`src/rtl/ram_bist_if.sv`:
```
// rtl/ram_bist_if.sv - RAM-side bus between the BIST controller and the distributed RAM
interface ram_bist_if #(
   parameter int ADDR_W = 6,
   parameter int DATA_W = 32
);
   logic [ADDR_W-1:0] a;
   logic [DATA_W-1:0] d;
   logic              we;
   logic              qspo_ce;
   logic              qspo_srst;
   logic [DATA_W-1:0] qspo;

   modport master (output a, d, we, qspo_ce, qspo_srst, input qspo);
   modport slave  (input a, d, we, qspo_ce, qspo_srst, output qspo);
endinterface

```
`src/rtl/ram_bist_ctrl.sv`:
```
// rtl/ram_bist_ctrl.sv - write/read-back self-test engine for a registered-output RAM
module ram_bist_ctrl #(
   parameter int ADDR_W = 6,
   parameter int DATA_W = 32,
   parameter int DEPTH  = 32
) (
   input  logic              clk,
   input  logic              srst,
   input  logic              start_i,
   input  logic [DATA_W-1:0] seed_i,
   output logic              busy_o,
   output logic              done_o,
   output logic              pass_o,
   output logic [ADDR_W:0]   err_count_o,
   output logic [ADDR_W-1:0] fail_addr_o,
   output logic [DATA_W-1:0] fail_data_o,
   ram_bist_if.master        ram
);

   typedef enum logic [2:0] {S_IDLE, S_CLR, S_WRITE, S_READ, S_DRAIN, S_DONE} state_t;

   localparam logic [ADDR_W-1:0] CNT_LAST = ADDR_W'(DEPTH - 1);
   localparam logic [ADDR_W-1:0] CNT_ONE  = ADDR_W'(1);
   localparam logic [ADDR_W:0]   ERR_ONE  = (ADDR_W + 1)'(1);

   state_t            state_q, state_d;
   logic [ADDR_W-1:0] cnt_q, cnt_d;
   logic [ADDR_W-1:0] prev_q, prev_d;
   logic [DATA_W-1:0] seed_q, seed_d;
   logic [ADDR_W:0]   err_q, err_d;
   logic [ADDR_W-1:0] faddr_q, faddr_d;
   logic [DATA_W-1:0] fdata_q, fdata_d;

   logic              cmp_en;
   logic [DATA_W-1:0] cmp_exp;
   logic [ADDR_W-1:0] ram_a_c;
   logic [DATA_W-1:0] ram_d_c;
   logic              ram_we_c, ram_ce_c, ram_srst_c;

   function automatic logic [DATA_W-1:0] pattern(input logic [DATA_W-1:0] s,
                                                 input logic [ADDR_W-1:0] idx);
      return s ^ DATA_W'(idx);
   endfunction

   // Next-state, RAM control and compare logic; read data lags the issued address by one cycle
   always_comb begin
      state_d    = state_q;
      cnt_d      = cnt_q;
      prev_d     = prev_q;
      seed_d     = seed_q;
      err_d      = err_q;
      faddr_d    = faddr_q;
      fdata_d    = fdata_q;
      cmp_en     = 1'b0;
      ram_a_c    = '0;
      ram_d_c    = '0;
      ram_we_c   = 1'b0;
      ram_ce_c   = 1'b0;
      ram_srst_c = 1'b0;
      cmp_exp    = pattern(seed_q, prev_q);
      case (state_q)
         S_IDLE, S_DONE: begin
            if (start_i) begin
               seed_d  = seed_i;
               err_d   = '0;
               faddr_d = '0;
               fdata_d = '0;
               state_d = S_CLR;
            end
         end
         S_CLR: begin
            ram_srst_c = 1'b1;
            cnt_d      = '0;
            state_d    = S_WRITE;
         end
         S_WRITE: begin
            ram_we_c = 1'b1;
            ram_a_c  = cnt_q;
            ram_d_c  = pattern(seed_q, cnt_q);
            if (cnt_q == CNT_LAST) begin
               cnt_d   = '0;
               state_d = S_READ;
            end else begin
               cnt_d = cnt_q + CNT_ONE;
            end
         end
         S_READ: begin
            ram_ce_c = 1'b1;
            ram_a_c  = cnt_q;
            prev_d   = cnt_q;
            cmp_en   = (cnt_q != '0);
            if (cnt_q == CNT_LAST) state_d = S_DRAIN;
            else                   cnt_d   = cnt_q + CNT_ONE;
         end
         S_DRAIN: begin
            cmp_en  = 1'b1;
            state_d = S_DONE;
         end
         default: state_d = S_IDLE;
      endcase
      if (cmp_en && (ram.qspo != cmp_exp)) begin
         if (err_q == '0) begin
            faddr_d = prev_q;
            fdata_d = ram.qspo;
         end
         err_d = err_q + ERR_ONE;
      end
   end

   // State and result registers with synchronous reset
   always_ff @(posedge clk) begin
      if (srst) begin
         state_q <= S_IDLE;
         cnt_q   <= '0;
         prev_q  <= '0;
         seed_q  <= '0;
         err_q   <= '0;
         faddr_q <= '0;
         fdata_q <= '0;
      end else begin
         state_q <= state_d;
         cnt_q   <= cnt_d;
         prev_q  <= prev_d;
         seed_q  <= seed_d;
         err_q   <= err_d;
         faddr_q <= faddr_d;
         fdata_q <= fdata_d;
      end
   end

   assign busy_o        = (state_q == S_CLR) || (state_q == S_WRITE) ||
                          (state_q == S_READ) || (state_q == S_DRAIN);
   assign done_o        = (state_q == S_DONE);
   assign pass_o        = done_o && (err_q == '0);
   assign err_count_o   = err_q;
   assign fail_addr_o   = faddr_q;
   assign fail_data_o   = fdata_q;
   assign ram.a         = ram_a_c;
   assign ram.d         = ram_d_c;
   assign ram.we        = ram_we_c;
   assign ram.qspo_ce   = ram_ce_c;
   assign ram.qspo_srst = ram_srst_c;

endmodule

```
`src/flat_wrapper.sv`:
```
// flat-port wrapper written by rule: the top's interface ports become plain ports
module ram_bist_ctrl_flat 
#(
   parameter int ADDR_W = 6,
   parameter int DATA_W = 32,
   parameter int DEPTH  = 32
)
  (clk, srst, start_i, seed_i, busy_o, done_o, pass_o, err_count_o, fail_addr_o, fail_data_o, ram_a, ram_d, ram_we, ram_qspo_ce, ram_qspo_srst, ram_qspo);
  ram_bist_if #(.ADDR_W(ADDR_W), .DATA_W(DATA_W)) ram_i ();
  input  logic clk;
  input  logic srst;
  input  logic start_i;
  input  logic [DATA_W-1:0] seed_i;
  output logic busy_o;
  output logic done_o;
  output logic pass_o;
  output logic [ADDR_W:0] err_count_o;
  output logic [ADDR_W-1:0] fail_addr_o;
  output logic [DATA_W-1:0] fail_data_o;
  output wire logic [$bits(ram_i.a)-1:0] ram_a;
  output wire logic [$bits(ram_i.d)-1:0] ram_d;
  output wire logic [$bits(ram_i.we)-1:0] ram_we;
  output wire logic [$bits(ram_i.qspo_ce)-1:0] ram_qspo_ce;
  output wire logic [$bits(ram_i.qspo_srst)-1:0] ram_qspo_srst;
  input wire logic [$bits(ram_i.qspo)-1:0] ram_qspo;
  assign ram_a = ram_i.a;
  assign ram_d = ram_i.d;
  assign ram_we = ram_i.we;
  assign ram_qspo_ce = ram_i.qspo_ce;
  assign ram_qspo_srst = ram_i.qspo_srst;
  assign ram_i.qspo = ram_qspo;
  ram_bist_ctrl #(.ADDR_W(ADDR_W), .DATA_W(DATA_W), .DEPTH(DEPTH)) u_core (.clk(clk), .srst(srst), .start_i(start_i), .seed_i(seed_i), .busy_o(busy_o), .done_o(done_o), .pass_o(pass_o), .err_count_o(err_count_o), .fail_addr_o(fail_addr_o), .fail_data_o(fail_data_o), .ram(ram_i));
endmodule
```
`config.mk`:
```
export PLATFORM = sky130hd
export DESIGN_NAME = ram_bist_ctrl_flat
export DESIGN_NICKNAME = d
export VERILOG_FILES = /design/src/rtl/ram_bist_if.sv /design/src/rtl/ram_bist_ctrl.sv /design/src/flat_wrapper.sv
export SDC_FILE = /design/constraint.sdc
export NUM_CORES = 1
export LEC_CHECK = 0
export ABC_AREA = 1
export CAP_MARGIN = 20
export CORE_ASPECT_RATIO = 1.75
export CORE_MARGIN = 10
export CORE_UTILIZATION = 36
export CTS_BUF_LIST = sky130_fd_sc_hd__clkbuf_8 sky130_fd_sc_hd__clkbuf_16
export CTS_CLUSTER_DIAMETER = 40
export DETAILED_ROUTE_END_ITERATION = 12
export GPL_ROUTABILITY_DRIVEN = 0
export SETUP_SLACK_MARGIN = 0.2
export SKIP_CTS_REPAIR_TIMING = 1
export SYNTH_ARGS = -nofsm -noshare
export SYNTH_HDL_FRONTEND = slang
export SYNTH_SLANG_ARGS = --single-unit
```
`constraint.sdc`:
```
create_clock -name clk -period 4.65 [get_ports clk]
set_input_delay 0.93 -clock clk [delete_from_list [all_inputs] [get_ports clk]]
set_output_delay 0.93 -clock clk [all_outputs]
set_load 0.1 [all_outputs]
```
### After elaboration in Yosys (flattened, before gate mapping)

Cells that the tools add are included.

| word-level totals | value |
|---|---|
| register bits | 92 |
| latch bits | 0 |
| RAM bits | 0 |
| bits in read-only memories | 0 |
| input bits | 67 |
| logic and storage cells | 63 |
| memories | 0 |

| cells by class | value |
|---|---|
| $add $sub $neg | 2 |
| multiply operators | 0 |
| div/mod/pow operators | 0 |
| magnitude comparators | 0 |
| equal/unequal tests | 11 |
| shift-type cells | 0 |
| multiplexer cells | 24 |
| bitwise logic cells | 2 |
| reductions and logical operators | 17 |

Operators by type and width:

| operator | number |
|---|---|
| $mux 32 | 5 |
| $xor 32x6->32 | 2 |
| $mux 6 | 7 |
| $ne 32x32->1 | 1 |
| $mux 7 | 3 |
| $pmux 6 s3 | 1 |
| $pmux 3 s5 | 1 |
| $mux 3 | 3 |
| $add 7x1->7 const B | 1 |
| $logic_not 7->1 | 1 |
| $add 6x1->6 const B | 1 |
| $eq 3x2->1 const B | 2 |
| $eq 3x3->1 const B | 2 |
| $eq 6x5->1 const B | 1 |
| $reduce_and 2->1 | 3 |
| $reduce_bool 6->1 | 1 |
| $ne 2x1->1 const B | 2 |
| $ne 2x2->1 const B | 2 |
| $reduce_bool 2->1 | 2 |
| $reduce_or 2->1 | 2 |
| $eq 3x1->1 const B | 1 |
| $logic_not 3->1 | 1 |
| $logic_or 1x1->1 | 3 |
| $mux 1 | 3 |
| other kinds (4) | 5 |

### Logic depth before layout (Yosys ltp)

| logic depth | value |
|---|---|
| depth after elaboration | 5 |
| mapped depth | 13 |

### Least setup slack after synthesis

Ideal clock, no wire load.

| path | value |
|---|---|
| path kind | reg2out |
| from | reg u_core.err_q[4] (netlist: u_core.err_count_o[4]) |
| to | out pass_o |
| arrival | 3.403 ns |
| required time | 3.720 ns |
| slack | 0.317 ns |
| cell stages (with the launch flop) | 5 |
| buffers on the path | 1 |
| cell sequence | dfxtp_1 > nor3_1 > nand3_1 > buf_1 > nor3_1 |

| between the ends | value |
|---|---|
| cells in the longest elaborated chain, start to end | 2 |

RTL lines:

| element | line | source |
|---|---|---|
| start: declaration | ram_bist_ctrl.sv:30 | `logic [ADDR_W:0] err_q, err_d;` |
| start signal: assignment | ram_bist_ctrl.sv:125 | `err_q <= err_d;` |
| $logic_not 7->1 | ram_bist_ctrl.sv:134 | `assign pass_o = done_o && (err_q == '0);` |
| $logic_and 1x1->1 | ram_bist_ctrl.sv:134 |  |
| end: declaration | flat_wrapper.sv:16 | `output logic pass_o;` |

Every way passes these cells.

### Worst setup path after layout

| path | value |
|---|---|
| from | reg u_core.state_q[2] |
| to | out ram_qspo_ce |

| between the ends | value |
|---|---|
| cells in the longest elaborated chain, start to end | 2 |

RTL lines:

| element | line | source |
|---|---|---|
| start: declaration | ram_bist_ctrl.sv:26 | `state_t state_q, state_d;` |
| start signal: assignment | ram_bist_ctrl.sv:121 | `state_q <= state_d;` |
| $eq 3x2->1 | ram_bist_ctrl.sv:61 | `case (state_q)` |
| $mux 1 | ram_bist_ctrl.sv:61 |  |
| end: declaration | flat_wrapper.sv:23 | `output wire logic [$bits(ram_i.qspo_ce)-1:0] ram_qspo_ce;` |

Every way passes these cells.

==> metrics <==
Flop pwr share=27.8%; syn avg cell area=7.10 µm²; overall die height=182 µm; DR pass1 iterations=4; Power Dens Cells=570 nW/µm²; top cells by area, synth=dfxtp_1, nand3_1, nand2_1; crit-path max FO=14; met3 wire length=994 µm; CP delay by family, top=buffers and inverters; DRC viols=0; total CTS buffers=9; CP Class=register to primary output; Yosys reg bits=92; Clk pin slew, worst setup/hold paths=60 ps; Post-synth top cells=nand2_1, nand3_1, dfxtp_1; final cycle utilization of the critical path=73.9%; WP buf/inv=2; CP Launch Type=register; Power Total=4.09 mW; post-DP HPWL=12600 µm; CTS tree=done; grt total ovfl=0; met2 WL=8710 µm; Routed WL=17200 µm; Worst Tran Pin Value=1080 ps; Clock Skew=8.96 ps; Vias=5307; Logic pwr share=55.2%; Mapped Area=5400 µm²; critical path's slowest cell=clkdlybuf4s50_1; YS warnings=0; number of synthesized flops with an enable pin=0; Leak=2.74 nW; Core Area=14800 µm²; Final Critical Period=3440 ps; arrival time at the worst endpoint=2510 ps; fmax=0.291 GHz; RSZ-0062 raised after global routing=no; Setup-failing EPs final=0; Yosys top cell area share=34.1%; initial core utilization=36.4%; first-pass GRT wire length=27200 µm; Synth area leader=dfxtp_1; Seq/Total Area, Yosys=34.1%; switch share=52.9%; Final nets=958; Min-Delay Path Class=register to register; CTS root buffer=clkbuf_16; clock power share=17.0%; Antenna Nets Post-Route=0; chip width=113 µm; die area=20500 µm²; final hold violation count=0; wl on met1=7020 µm; Worst Setup End Kind=primary output; peak supply drop=0.334 mV; count leader, synth=nand2_1; Syn-to-layout area delta=33.0%; Cell Rows=59; slew margin rel.=27.6%; Mapped Nets=832; antenna violations before repair=1; setup total negative slack=0 ps; CP required=3720 ps; H-tree Lvls=3; Fillers=1531; layout cell share with drive strength beyond 1=17.6%; largest net degree at the start of global routing=77; Clk Latency, worst-skew pair=340 ps; Cells after Synth=761; Async SR Flop Fraction=0%; Via density=4.94; post-synthesis cell type count=34; Psw=2.17 mW; wire per inst=16.0 µm; Port Buffers=155; final max-slew violation count=0; DRT iter0 DRCs=180; Internal=1.93 mW; max cap viols=0; Ports=156; clock buffer depth=2; dominant synthesized flop cell=dfxtp_1; crit path cell chain=nor2_2 > nand2_1 > inv_2 > clkdlybuf4s50_1; GR Util All Layers=16.3%; Top Metal Used=met4; Sink Count=92; Crit path largest cell delay=1150 ps; status=finished clean; vias in the first global route=5124
-- state kept, by name, summed over array words and instances (netlist names) --
signal              cells
u_core.fail_data_o     32
u_core.seed_q          32
u_core.err_count_o      7
u_core.cnt_q            6
u_core.fail_addr_o      6
u_core.prev_q           6
u_core.state_q          3
-- cell type report --
class / instances / area, µm² / area share [%]
inverter: 87 / 327 / 4.55
sequential: 92 / 1840 / 25.6
tap: 183 / 229 / 3.19
antenna: 1 / 2.50 / 0.0348
timing repair buffer: 163 / 1530 / 21.4
clock buffer: 11 / 253 / 3.52
multi-input combinational: 534 / 2980 / 41.5
clock inverter: 4 / 18.8 / 0.261
-- path summary, 6_finish.rpt --
kind	from	end	slack, ps	depth (start not counted)
worst min register to register	u_core.seed_q[13]	u_core.seed_q[13]	470	2
worst max register to register	u_core.state_q[2]	u_core.err_count_o[0]	1920	9
worst max-delay path	u_core.state_q[2]	ram_qspo_ce	1210	4
worst min-delay path	u_core.seed_q[13]	u_core.seed_q[13]	470	2
-- power by group through the flow --
stage / Clock [mW] / Sequential (mW) / Combinational, mW
after floorplan: 0 / 1.54 / 1.39
after global placement: 0 / 1.15 / 2.27
after detailed placement: 0 / 1.16 / 2.28
after CTS: 0.709 / 1.14 / 2.28
after global routing: 0.741 / 1.17 / 2.44
final: 0.695 / 1.14 / 2.26
-- layer usage --
layer | global-route usage [%] | vias up
li1 | - | 2753
met2 | 27.5 | 115
met1 | 18.3 | 2415
met4 | 7.49 | 0
met3 | 4.82 | 24
met5 | 0 | -
-- through the flow --
step	hold slack, ps	setup slack [ps]	cells	utilization [%]	instance area, µm²
finish	470	1210	1075	48.4	7180
global route	489	1090	1075	48.4	7180
CTS	470	1200	1074	48.4	7180
detailed placement	460	1200	1059	46.6	6910
global placement	456	1250	1059	46.6	6910
floorplan	448	317	761	-	5400
-- cells in the final DEF, fill, tap and decap left out, drive strengths merged --
cell | synthesis | final
nand3 | 135 | 135
clkdlybuf4s50 | 0 | 120
nand2 | 117 | 117
dfxtp | 92 | 92
inv | 86 | 89
a21oi | 84 | 84
o21ai | 82 | 82
nor2 | 74 | 74
buf | 27 | 43
xnor2 | 12 | 12
clkbuf | 21 | 11
xor2 | 8 | 8
nor3 | 4 | 4
nand3b | 4 | 4
ha | 4 | 4
nand4 | 2 | 2
o211ai | 2 | 2
a211oi | 2 | 2
diode | 0 | 1
clkinv | 1 | 1
nor3b | 1 | 1
and2 | 1 | 1
o21a | 1 | 1
a31oi | 1 | 1
clkinvlp | 0 | 1
-- cells by family (layout without fill, tap and decap cells) --
| logic type | count (synthesis) | count (layout) | share of synthesized area [%] |
|---|---|---|---|
| DFF | 92 | 92 | 34.1 |
| adders and majority gates | 4 | 4 | 0.927 |
| AOI/OAI and AO/OA | 172 | 172 | 19.0 |
| other | 0 | 1 | 0 |
| xor gates and xnor gates | 20 | 20 | 3.24 |
| buffers and inverters | 135 | 265 | 10.9 |
| and+or+nand+nor | 338 | 338 | 31.8 |
-- worst min-delay path, stage by stage (launching register included) --
cell	delay, ps
dfxtp_1	320
inv_2	60
a21oi_1	50
Note: power is estimated with default switching activity, not from simulation.
